===== src/rtl/typing_round_controller.sv =====
// Sequences one timed typing round: primes the word library, checks keystrokes, counts words/mistakes.
// Optional MISTAKE_RESTART_EN: a wrong keystroke sends letter_idx back to the first letter.
module typing_round_controller #(
    parameter int LETTERS        = 4,
    parameter int LETTER_W       = 5,
    parameter int ROUND_WORDS    = 10,
    parameter int TIMEOUT_CYCLES = 1000000000,
    parameter int CNT_W          = 8
) (
    input  logic                         clk,
    input  logic                         reset,
    input  logic                         start,
    input  logic                         key_valid,
    input  logic [LETTER_W-1:0]          key_code,
    input  logic [LETTERS*LETTER_W-1:0]  current_word,
    output logic                         word_advance,
    output logic [1:0]                   letter_idx,
    output logic                         letter_correct,
    output logic                         letter_wrong,
    output logic [CNT_W-1:0]             words_done,
    output logic [CNT_W-1:0]             mistakes,
    output logic                         busy,
    output logic                         round_over,
    output logic                         timed_out
);

    localparam int               TMR_W      = $clog2(TIMEOUT_CYCLES);
    localparam logic [TMR_W-1:0] TMR_LAST   = TMR_W'(TIMEOUT_CYCLES - 1);
    localparam logic [1:0]       IDX_LAST   = 2'(LETTERS - 1);
    localparam logic [CNT_W-1:0] WORDS_GOAL = CNT_W'(ROUND_WORDS);
    localparam logic [LETTER_W-1:0] CODE_MAX = LETTER_W'(25);

    typedef enum logic [2:0] {
        IDLE    = 3'd0,
        PRIME_A = 3'd1,
        GAP_A   = 3'd2,
        PRIME_B = 3'd3,
        SETTLE  = 3'd4,
        TYPE    = 3'd5,
        ADV_GAP = 3'd6,
        DONE    = 3'd7
    } state_t;

    state_t             state_r;
    logic [TMR_W-1:0]   timer_r;
    logic               key_match_s;

    // Letter 0 sits in the most significant slice of the word.
    function automatic logic [LETTER_W-1:0] letter_at(
        input logic [LETTERS*LETTER_W-1:0] word,
        input logic [1:0]                  idx
    );
        letter_at = word[(LETTERS - 1 - int'(idx)) * LETTER_W +: LETTER_W];
    endfunction

    assign key_match_s = (key_code <= CODE_MAX) && (key_code == letter_at(current_word, letter_idx));

    // Round sequencer: state, timer, counters and all registered outputs.
    always_ff @(posedge clk or posedge reset) begin
        if (reset) begin
            state_r        <= IDLE;
            timer_r        <= '0;
            word_advance   <= 1'b0;
            letter_idx     <= 2'd0;
            letter_correct <= 1'b0;
            letter_wrong   <= 1'b0;
            words_done     <= '0;
            mistakes       <= '0;
            busy           <= 1'b0;
            round_over     <= 1'b0;
            timed_out      <= 1'b0;
        end else begin
            word_advance   <= 1'b0;
            letter_correct <= 1'b0;
            letter_wrong   <= 1'b0;
            case (state_r)
                IDLE, DONE: begin
                    if (start) begin
                        state_r      <= PRIME_A;
                        word_advance <= 1'b1;
                        timer_r      <= '0;
                        letter_idx   <= 2'd0;
                        words_done   <= '0;
                        mistakes     <= '0;
                        busy         <= 1'b1;
                        round_over   <= 1'b0;
                        timed_out    <= 1'b0;
                    end
                end
                PRIME_A: state_r <= GAP_A;
                GAP_A: begin
                    state_r      <= PRIME_B;
                    word_advance <= 1'b1;
                end
                PRIME_B: state_r <= SETTLE;
                SETTLE:  state_r <= TYPE;
                TYPE, ADV_GAP: begin
                    // Timeout has priority over any keystroke arriving in the same cycle.
                    if (timer_r == TMR_LAST) begin
                        state_r    <= DONE;
                        busy       <= 1'b0;
                        round_over <= 1'b1;
                        timed_out  <= 1'b1;
                    end else begin
                        timer_r <= timer_r + TMR_W'(1);
                        if (state_r == ADV_GAP) begin
                            state_r <= TYPE;
                        end else if (key_valid && key_match_s) begin
                            letter_correct <= 1'b1;
                            if (letter_idx == IDX_LAST) begin
                                letter_idx <= 2'd0;
                                words_done <= words_done + CNT_W'(1);
                                if (words_done + CNT_W'(1) == WORDS_GOAL) begin
                                    state_r    <= DONE;
                                    busy       <= 1'b0;
                                    round_over <= 1'b1;
                                end else begin
                                    state_r      <= ADV_GAP;
                                    word_advance <= 1'b1;
                                end
                            end else begin
                                letter_idx <= letter_idx + 2'd1;
                            end
                        end else if (key_valid) begin
                            letter_wrong <= 1'b1;
                            if (mistakes != {CNT_W{1'b1}}) begin
                                mistakes <= mistakes + CNT_W'(1);
                            end
`ifdef MISTAKE_RESTART_EN
                            letter_idx <= 2'd0;
`else
                            letter_idx <= letter_idx;
`endif
                        end
                    end
                end
                default: begin
                    state_r    <= IDLE;
                    busy       <= 1'b0;
                    round_over <= 1'b0;
                end
            endcase
        end
    end

endmodule

===== config.mk =====
export PLATFORM = sky130hd
export DESIGN_NAME = typing_round_controller
export DESIGN_NICKNAME = d
export VERILOG_FILES = /design/src/rtl/typing_round_controller.sv
export SDC_FILE = /design/constraint.sdc
export NUM_CORES = 1
export LEC_CHECK = 0
export BUFFER_PORTS_ARGS = -buffer_cell sky130_fd_sc_hd__buf_4
export CORE_ASPECT_RATIO = 0.9
export CORE_UTILIZATION = 49
export DETAILED_ROUTE_END_ITERATION = 8
export GPL_TIMING_DRIVEN = 0
export PLACE_DENSITY = 0.72
export SYNTH_ARGS = -nofsm -noshare
export SYNTH_HDL_FRONTEND = slang
export SYNTH_SLANG_ARGS = --single-unit

===== constraint.sdc =====
create_clock -name clk -period 2.1 [get_ports clk]
set_clock_uncertainty 0.05 [all_clocks]
set_input_delay 0.105 -clock clk [delete_from_list [all_inputs] [get_ports clk]]
set_output_delay 0.105 -clock clk [all_outputs]
set_load 0.02 [all_outputs]

* Word-level counts from Yosys, hierarchy flattened
Cells that the tools add are included. Widths: inputs -> output; s select.
Storage, ports and cells: bits in registers 57, latch bits 0, RAM bits 0, memory bits (read-only) 0, input port bits 29, word-level logic and storage cells 119, memories kept 0
Operators by class: add/sub/neg operators 5, $mul 1, divide/modulo/power cells 0, $lt $le $gt $ge 1, eq/ne operators 27, shifts and indexed selects 1, muxes and demuxes 60, bitwise gates (word level) 0, reductions and logical operators 13
Operator list (count):
- $mux 8 | 10
- $mux 30 | 2
- $pmux 30 s2 | 1
- $pmux 8 s2 | 2
- $add 30x1->30 const B | 1
- $eq 30x30->1 const B | 1
- $mux 1 | 29
- $shiftx 20x7->5 | 1
- $ne 2x2->1 const B | 9
- $pmux 3 s6 | 1
- $add 8x1->8 const B | 2
- $mux 3 | 5
- $eq 3x3->1 const B | 4
- $ne 3x3->1 const B | 4
- $reduce_and 6->1 | 2
- $mux 2 | 5
- $reduce_and 3->1 | 3
- $eq 8x4->1 const B | 1
- $ne 4x4->1 const B | 2
- $ne 8x8->1 const B | 1
- $mul 3x4->7 const B | 1
- $reduce_and 7->1 | 1
- $eq 3x2->1 const B | 2
- $pmux 1 s2 | 3
- other kinds (13) | 15

* Logic depth before layout (Yosys ltp)
Gate-level depths: netlist of run 1.
depth after elaboration 10, depth in mapped cells 9, gate-level depth less buffers 8

* Worst setup path before layout of run 1
No wires, ideal clock.
path kind flip-flop to flip-flop, from register letter_idx[0], to register words_done[7], setup time 0.078 ns, arrival 2.245 ns, data required time 1.972 ns, setup slack -0.273 ns, cell stages (with the launch flop) 9, path through dfrtp_1 -> buf_6 -> mux2i_1 -> mux2_1 -> nor3_2 -> o21a_2 -> a21oi_2 -> or4_1 -> a21oi_1
On the way: cells in the longest elaborated chain, start to end 8, elaborated cells between the ends (all ways) 10
RTL lines:
- start, declared | line 17 | output logic [1:0] letter_idx,
- start signal, assigned | line 122 | letter_idx <= letter_idx + 2'd1;
- start signal, assigned | line 132 | letter_idx <= letter_idx;
- $sub 2x2->3 | line 53 | letter_at = word[(LETTERS - 1 - int'(idx)) * LETTER_W +: LETTER_W];
- $mul 3x4->7 | line 53
- $shiftx 20x7->5 | line 53
- $eq 5x5->1 | line 56 | assign key_match_s = (key_code <= CODE_MAX) && (key_code == letter_at(current_word, letter_idx));
- $logic_and 1x1->1 | line 56
- $logic_and 1x1->1 | line 108 | end else if (key_valid && key_match_s) begin
- $ne 2x2->1 (no source line)
- $reduce_and 6->1 (no source line) *
- end signal, assigned | line 112 | words_done <= words_done + CNT_W'(1);
- end, declared | line 20 | output logic [CNT_W-1:0] words_done,
Mark *: on every way between the ends. The rest lies on a longest branch, timed or not. A chain may end at the register's enable or synchronous reset.

* Worst setup path in the final report of run 1
from register timer_r[16], to register timer_r[21]
On the way: cells in the longest elaborated chain, start to end 3, elaborated cells between the ends (all ways) 6
RTL lines:
- start, declared | line 45 | logic [TMR_W-1:0] timer_r;
- start signal, assigned | line 105 | timer_r <= timer_r + TMR_W'(1);
- $add 30x1->30 or $eq 30x30->1 (tied branches) | line 105, 99
- $mux 30 or $ne 2x2->1 (tied branches)
- $pmux 30 s2 or $reduce_and 3->1 (tied branches)
Several ways; a longest one is shown, not always the timed one. The select of a mux whose other input is x is not followed.

==> metrics.cfg, run 1 <==
[run_status]
status = finished with violations
violations = setup timing

[sta]
fmax_mhz = 409
setup-tns-final_ps = -13280
worst_slack_ps = -346
finalCritPeriodShare = 1.16
report.final.slew_viol_count = 0
rsz0062_at_grt = true
setup_viol_count_final = 52
slew-limit-headroom = 0.611
tightestPinTransition_ps = 581
hold_viol_final = 0
period_needed_ps = 2450

[layout]
instances_no_fill = 554
synthToLayoutAreaGrowth_pct = 38.4
fin_util = 0.716
layout-drive-gt1-share = 0.388
nFillCells = 489
finalNetCount = 493
final_cell_mix = buf_4 (66), dfrtp_1 (54), nor2_1 (39)
final_common_cell = buf_4
n_antenna_cell = 0

[critical_path]
crit-reg2reg-capture = timer_r[21]
path_class = reg -> reg
cp_max_fo = 7
slowest_stage = or4b_4
rr_worst_depth = 8
cp_cell_sequence = or4b_4 -> nor4_4 -> nand4_1 -> buf_6 -> o2111ai_4 -> buf_4 -> xnor2_1 -> nor2_1
cp_slowest_stage_delay_ps = 540
cp-endpoint = timer_r[21]
start_kind = flip-flop
critical_path_required_ps = 2280
cp-end-kind = flip-flop
r2r-start = timer_r[16]
crit_start = timer_r[16]
rrSetupSlack_ps = -350
arrival_ps = 2630

[synthesis]
ys.flop_type = dfrtp_1
synth_nets = 405
ys_types = 69
synth-edff-count = 0
async_reset_ff_frac = 1.00
synth_cells = 371
synth_area_per_cell_um2 = 9.33
yosysSeqAreaShare = 0.412
synth_area_um2 = 3460
yosys_warnings = 0
synth_seq_cells = 57

[floorplanning]
std_cell_rows = 28
coreArea_um2 = 6690
die_w_um = 90.6
start_util = 0.517
io_pins = 53
die_area_um2 = 7400
dieHeight_um = 81.7

[routing]
drtIter0Drc = 132
post-route-drc-count = 0
ant_nets = 0
drt-wirelength-per-cell_um = 17.3
vias = 3310
viasPerCell = 5.97
first_pass_iters = 4
drt-total-wl_um = 9590

[power_and_ir_drop]
leakagePower_nw = 2.03
ir_worst_vdd_uv = 692
power_density_nw_per_um2 = 903

[clock_network]
cts_sinks = 57
clock_path_buffers = 2
cts_tree = yes
clk_pin_slew_worst_paths_ps = 70
numCtsBuffers = 9
htreeDepth = 3
cts_root_buffer = clkbuf_8
clock_latency_ps = 340

[global_routing]
grt_pass1_vias = 3081
grt_overflow_total = 0
grt_antenna_before_repair = 0
grt_max_degree = 34
grt_usage = 0.262
grt_first_pass_wirelength_um = 15100

[placement]
place_hpwl_um = 5970
dp_cells = 514
gp_congestion = 0.788
portBuffers = 52
dp_slack_ps = -578

[hold_path]
worstHoldStart = start
hold_path.class = in -> reg

[job]
drv_cap = 0

[routing by layer]
| metal | share of wire | track usage | vias up |
|---|---|---|---|
| met2 | 0.48 | 0.422 | 105 |
| met5 | 0 | 0 | - |
| met3 | 0.065 | 0.0546 | 14 |
| met4 | 0.014 | 0.0839 | 0 |
| li1 | - | - | 1541 |
| met1 | 0.44 | 0.358 | 1650 |
[where the power goes]
group | internal, mW | switching [mW] | leakage, nW
Combinational | 0.721 | 1.11 | 1.15
Clock | 0.608 | 0.455 | 0.109
Sequential | 1.26 | 0.180 | 0.766
[repair_timing]
| action | 4_1_cts | 5_1_grt |
|---|---|---|
| pin swaps | 34 | 28 |
| endpoints found under the hold margin | 25 | 0 |
| endpoints found under the setup margin | 56 | 56 |
| hold buffers | 2 | 0 |
| gates cloned | 3 | 0 |
| setup buffers | 13 | 8 |
| gates resized for setup | 53 | 43 |
[worst max-delay path, delay by kind of cell (launching register included)]
kind / cells / cell delay (ps)
and+or+nand+nor: 4 / 1090
DFF: 1 / 430
buffers and inverters: 2 / 370
AOI/OAI and AO/OA: 1 / 280
xor gates and xnor gates: 1 / 110
[kinds of logic (layout without fill, tap and decap cells)]
family	count (synthesis)	after routing	synth area share
adders and majority gates	5	5	0.0181
xor gates and xnor gates	25	25	0.0633
AOI/OAI and AO/OA	83	84	0.177
buffers and inverters	27	118	0.0387
and+or+nand+nor	160	161	0.246
DFF	57	57	0.412
muxes	14	14	0.0448
[stage by stage]
step                      hold WS, ps  cell area, um^2  power, mW
after floorplan                   183             3500       2.41
after global placement            336             4010       2.78
after detailed placement          152             4030       2.83
after CTS                        39.1             4540       4.14
after global routing              143             4790       4.54
final                            97.6             4790       4.33
[sequential cells by signal, summed over array words and instances (netlist names), 2 cells and up]
name / cells
words_done: 8
letter_idx: 2
timer_r: 30
state_r: 3
mistakes: 8
[Yosys cell counts (2+ instances only)]
cell | number | area (um^2)
a21o_1 | 2 | 15.0
o221ai_1 | 2 | 17.5
xnor2_1 | 17 | 149
nor2_1 | 43 | 161
mux2i_1 | 11 | 110
or4_1 | 5 | 37.5
o31a_1 | 2 | 17.5
xor2_1 | 8 | 70.1
and4_1 | 3 | 26.3
and3_1 | 7 | 43.8
or4b_2 | 2 | 20.0
and2_1 | 6 | 37.5
clkbuf_1 | 6 | 22.5
nor3_1 | 11 | 55.1
or4b_1 | 3 | 30.0
buf_6 | 4 | 45.0
inv_1 | 14 | 52.6
nand3_1 | 17 | 85.1
dfrtp_1 | 57 | 1430
a22o_1 | 3 | 26.3
ha_1 | 5 | 62.6
o311ai_1 | 2 | 17.5
or3_1 | 9 | 56.3
nand2_1 | 30 | 113
nand4_1 | 10 | 62.6
a31oi_1 | 2 | 12.5
o211ai_2 | 3 | 37.5
a21oi_1 | 17 | 85.1
o21ai_1 | 2 | 10.0
nor2b_1 | 3 | 18.8
o21ai_2 | 3 | 26.3
o21a_1 | 2 | 15.0
o21ai_0 | 19 | 95.1
o31ai_1 | 3 | 22.5
buf_2 | 2 | 10.0
o211ai_1 | 3 | 22.5
[final cells by class]
class	instances	area, um^2	area share
Multi-Input combinational cell	289	2280	0.477
Sequential cell	57	1430	0.299
Timing Repair Buffer	77	619	0.129
Clock buffer	11	151	0.0316
Tap cell	90	113	0.0235
Buffer	11	86.3	0.0180
Clock inverter	5	53.8	0.0112
Inverter	14	52.6	0.0110
[worst min path at each step]
stage,to,cells past startpoint
global route,state_r[0],3
floorplan,letter_wrong,1
CTS,state_r[0],3
global placement,letter_wrong,2
finish,state_r[0],3
detailed placement,timer_r[18],2
(Power assumes the default switching activity.)
==> run 2: changes to the inputs <==
--- a/config.mk
+++ b/config.mk
@@ -7,6 +7,7 @@
 export LEC_CHECK = 0
 export BUFFER_PORTS_ARGS = -buffer_cell sky130_fd_sc_hd__buf_4
 export CORE_ASPECT_RATIO = 0.9
+export CORE_MARGIN = 2
 export CORE_UTILIZATION = 49
 export DETAILED_ROUTE_END_ITERATION = 8
 export GPL_TIMING_DRIVEN = 0
==> run 2 against run 1 <==
Compared with the run above: the flow still finishes with violations (setup timing); die area rose by 4.7%; combinational power fell by 3%; worst setup slack got worse by 54 ps; first-iteration DRC count rose by 55%; sequential power barely moved; register-to-register slack got worse by 50 ps; non-clock buffer count fell by 3; clock-buffer cell count rose by 1; power rose by 3.8%; sequential share of layout area fell by 0.075 points; hold slack got worse by 75 ps.
==> metrics.cfg, run 2 (synthesis results as in run 1) <==
[power_and_ir_drop]
combPwrFrac = 0.394
power.net_switching_mw = 1.69
ir_worst_vdd_uv = 709
p_int_mw = 2.80
power_density_nw_per_um2 = 935
p_seq_frac = 0.315
swShare = 0.376
leakagePower_nw = 2.03
power_mw = 4.49
clkPwrFrac = 0.291

[critical_path]
rr_worst_depth = 8
critical_path_required_ps = 2270
cp_max_fo = 5
arrival_ps = 2670
path_class = reg -> reg
cp-end-kind = flip-flop
start_kind = flip-flop

[sta]
setup_viol_count_final = 52
fmax_mhz = 400
report.final.slew_viol_count = 0
tightestPinTransition_ps = 564
worst_slack_ps = -400
hold_slack_ps = 22.8
rsz0062_at_grt = true
hold_viol_final = 0
slew-limit-headroom = 0.622
period_needed_ps = 2500
finalCritPeriodShare = 1.19

[floorplanning]
die_area_um2 = 7750
die_w_um = 92.6
start_util = 0.499
io_pins = 53
coreArea_um2 = 6930
std_cell_rows = 29
dieHeight_um = 83.7

[routing]
vias = 3167
routed-wl-met3_um = 383
highest_layer = met4
met1_length_um = 4170
drt-wirelength-per-cell_um = 16.5
viasPerCell = 5.72
post-route-drc-count = 0
ant_nets = 0
drtIter0Drc = 204
drt-total-wl_um = 9150
first_pass_iters = 5
wl_met2_um = 4510

[global_routing]
grt_antenna_before_repair = 0
grt_first_pass_wirelength_um = 15400
grt_max_degree = 42
grt_pass1_vias = 3214
grt_usage = 0.247
grt_overflow_total = 0

[layout]
final_common_cell = buf_4
finalNetCount = 490
reg.largest.list = timer_r: 30 flops, mistakes: 8 flops, words_done: 8 flops
layout-drive-gt1-share = 0.371
stdcell_area_um2 = 4810
nFillCells = 499
multiInputGateArea_um2 = 2290
largest_reg_flops = 30
synthToLayoutAreaGrowth_pct = 38.9
seq_area_um2 = 1430
n_antenna_cell = 0
final_cell_mix = buf_4 (66), dfrtp_1 (53), nor2_1 (39)
regMostFlops = timer_r

[clock_network]
htreeDepth = 3
cts_tree = yes
clk_pin_slew_worst_paths_ps = 70
cts_root_buffer = clkbuf_8
clock_path_buffers = 2
cts_sinks = 57
numCtsBuffers = 9
clock_latency_ps = 340

[run_status]
violations = setup timing
status = finished with violations

[job]
drv_cap = 0

[placement]
gp_congestion = 0.815
place_hpwl_um = 5900
portBuffers = 52
dp_slack_ps = -560
placed_cell_area_um2 = 4030

[hold_path]
holdPathStages = 2
hold_path.class = in -> reg

## run 2: cell types whose count changed in the layout (fill, tap and decap cells not counted), moves of 3 or more
cell / delta
nand2_2: -3
a21oi_1: +4
a21oi_2: -4
clkinv_2: -3
buf_6: -3
o21ai_1: +3
o21ai_2: -3
## run 2: path summary, 6_finish.rpt
| kind | startpoint | end | slack, ps |
|---|---|---|---|
| max in group asynchronous | reset | mistakes[5] | 1190 |
| setup reg to reg | timer_r[10] | timer_r[10] | -400 |
| min in group asynchronous | reset | timer_r[23] | 250 |
| setup / recovery | timer_r[10] | timer_r[10] | -400 |
| hold / removal | key_valid | letter_wrong | 20 |
| hold reg to reg | round_over | round_over | 430 |
## run 2: metrics by stage
stage / utilization / instances / setup TNS, ps
2_1_floorplan: - / 371 / -1830
3_3_place_gp: 0.578 / 516 / -33810
3_5_place_dp: 0.581 / 517 / -21450
4_1_cts: 0.672 / 549 / -12810
5_1_grt: 0.694 / 554 / -20330
6_report: 0.694 / 554 / -14070
## run 2: layer usage
| layer | GRT usage | up-vias |
|---|---|---|
| met2 | 0.403 | 63 |
| met1 | 0.339 | 1566 |
| met5 | 0 | - |
| met3 | 0.0416 | 9 |
| met4 | 0.0706 | 0 |
| li1 | - | 1529 |
## run 2: critical path, stage by stage, from the launching register on
cell	delay (ps)
dfrtp_1	410
or4bb_4	560
nor4_4	300
nand4_1	220
buf_6	200
o211ai_4	280
nor2_1	110
xnor2_1	180
nor2_1	60
## run 2: power by group through the flow
| stage | clock (mW) | combinational (mW) | sequential (mW) |
|---|---|---|---|
| final | 1.31 | 1.77 | 1.42 |
| after global routing | 1.37 | 1.90 | 1.44 |
| after CTS | 1.32 | 1.70 | 1.40 |
| after detailed placement | 0 | 1.40 | 1.43 |
| after global placement | 0 | 1.36 | 1.42 |
| after floorplan | 0 | 0.932 | 1.48 |
## run 2: layout make-up
cell class,count,share of cell area
sequential,57,0.298
multi-input combinational,289,0.476
buffer,11,0.0167
tap,93,0.0242
timing repair buffer,74,0.122
clock buffer,12,0.0323
clock inverter,4,0.0206
inverter,14,0.0109
## run 2: repair_timing
item / 4_1_cts / 5_1_grt
setup buffers: 14 / 5
setup endpoints to repair: 56 / 56
hold buffers: 1 / 0
hold endpoints to repair: 16 / 0
resized for setup: 64 / 26
pin swaps: 25 / 34
gates cloned: 3 / 0
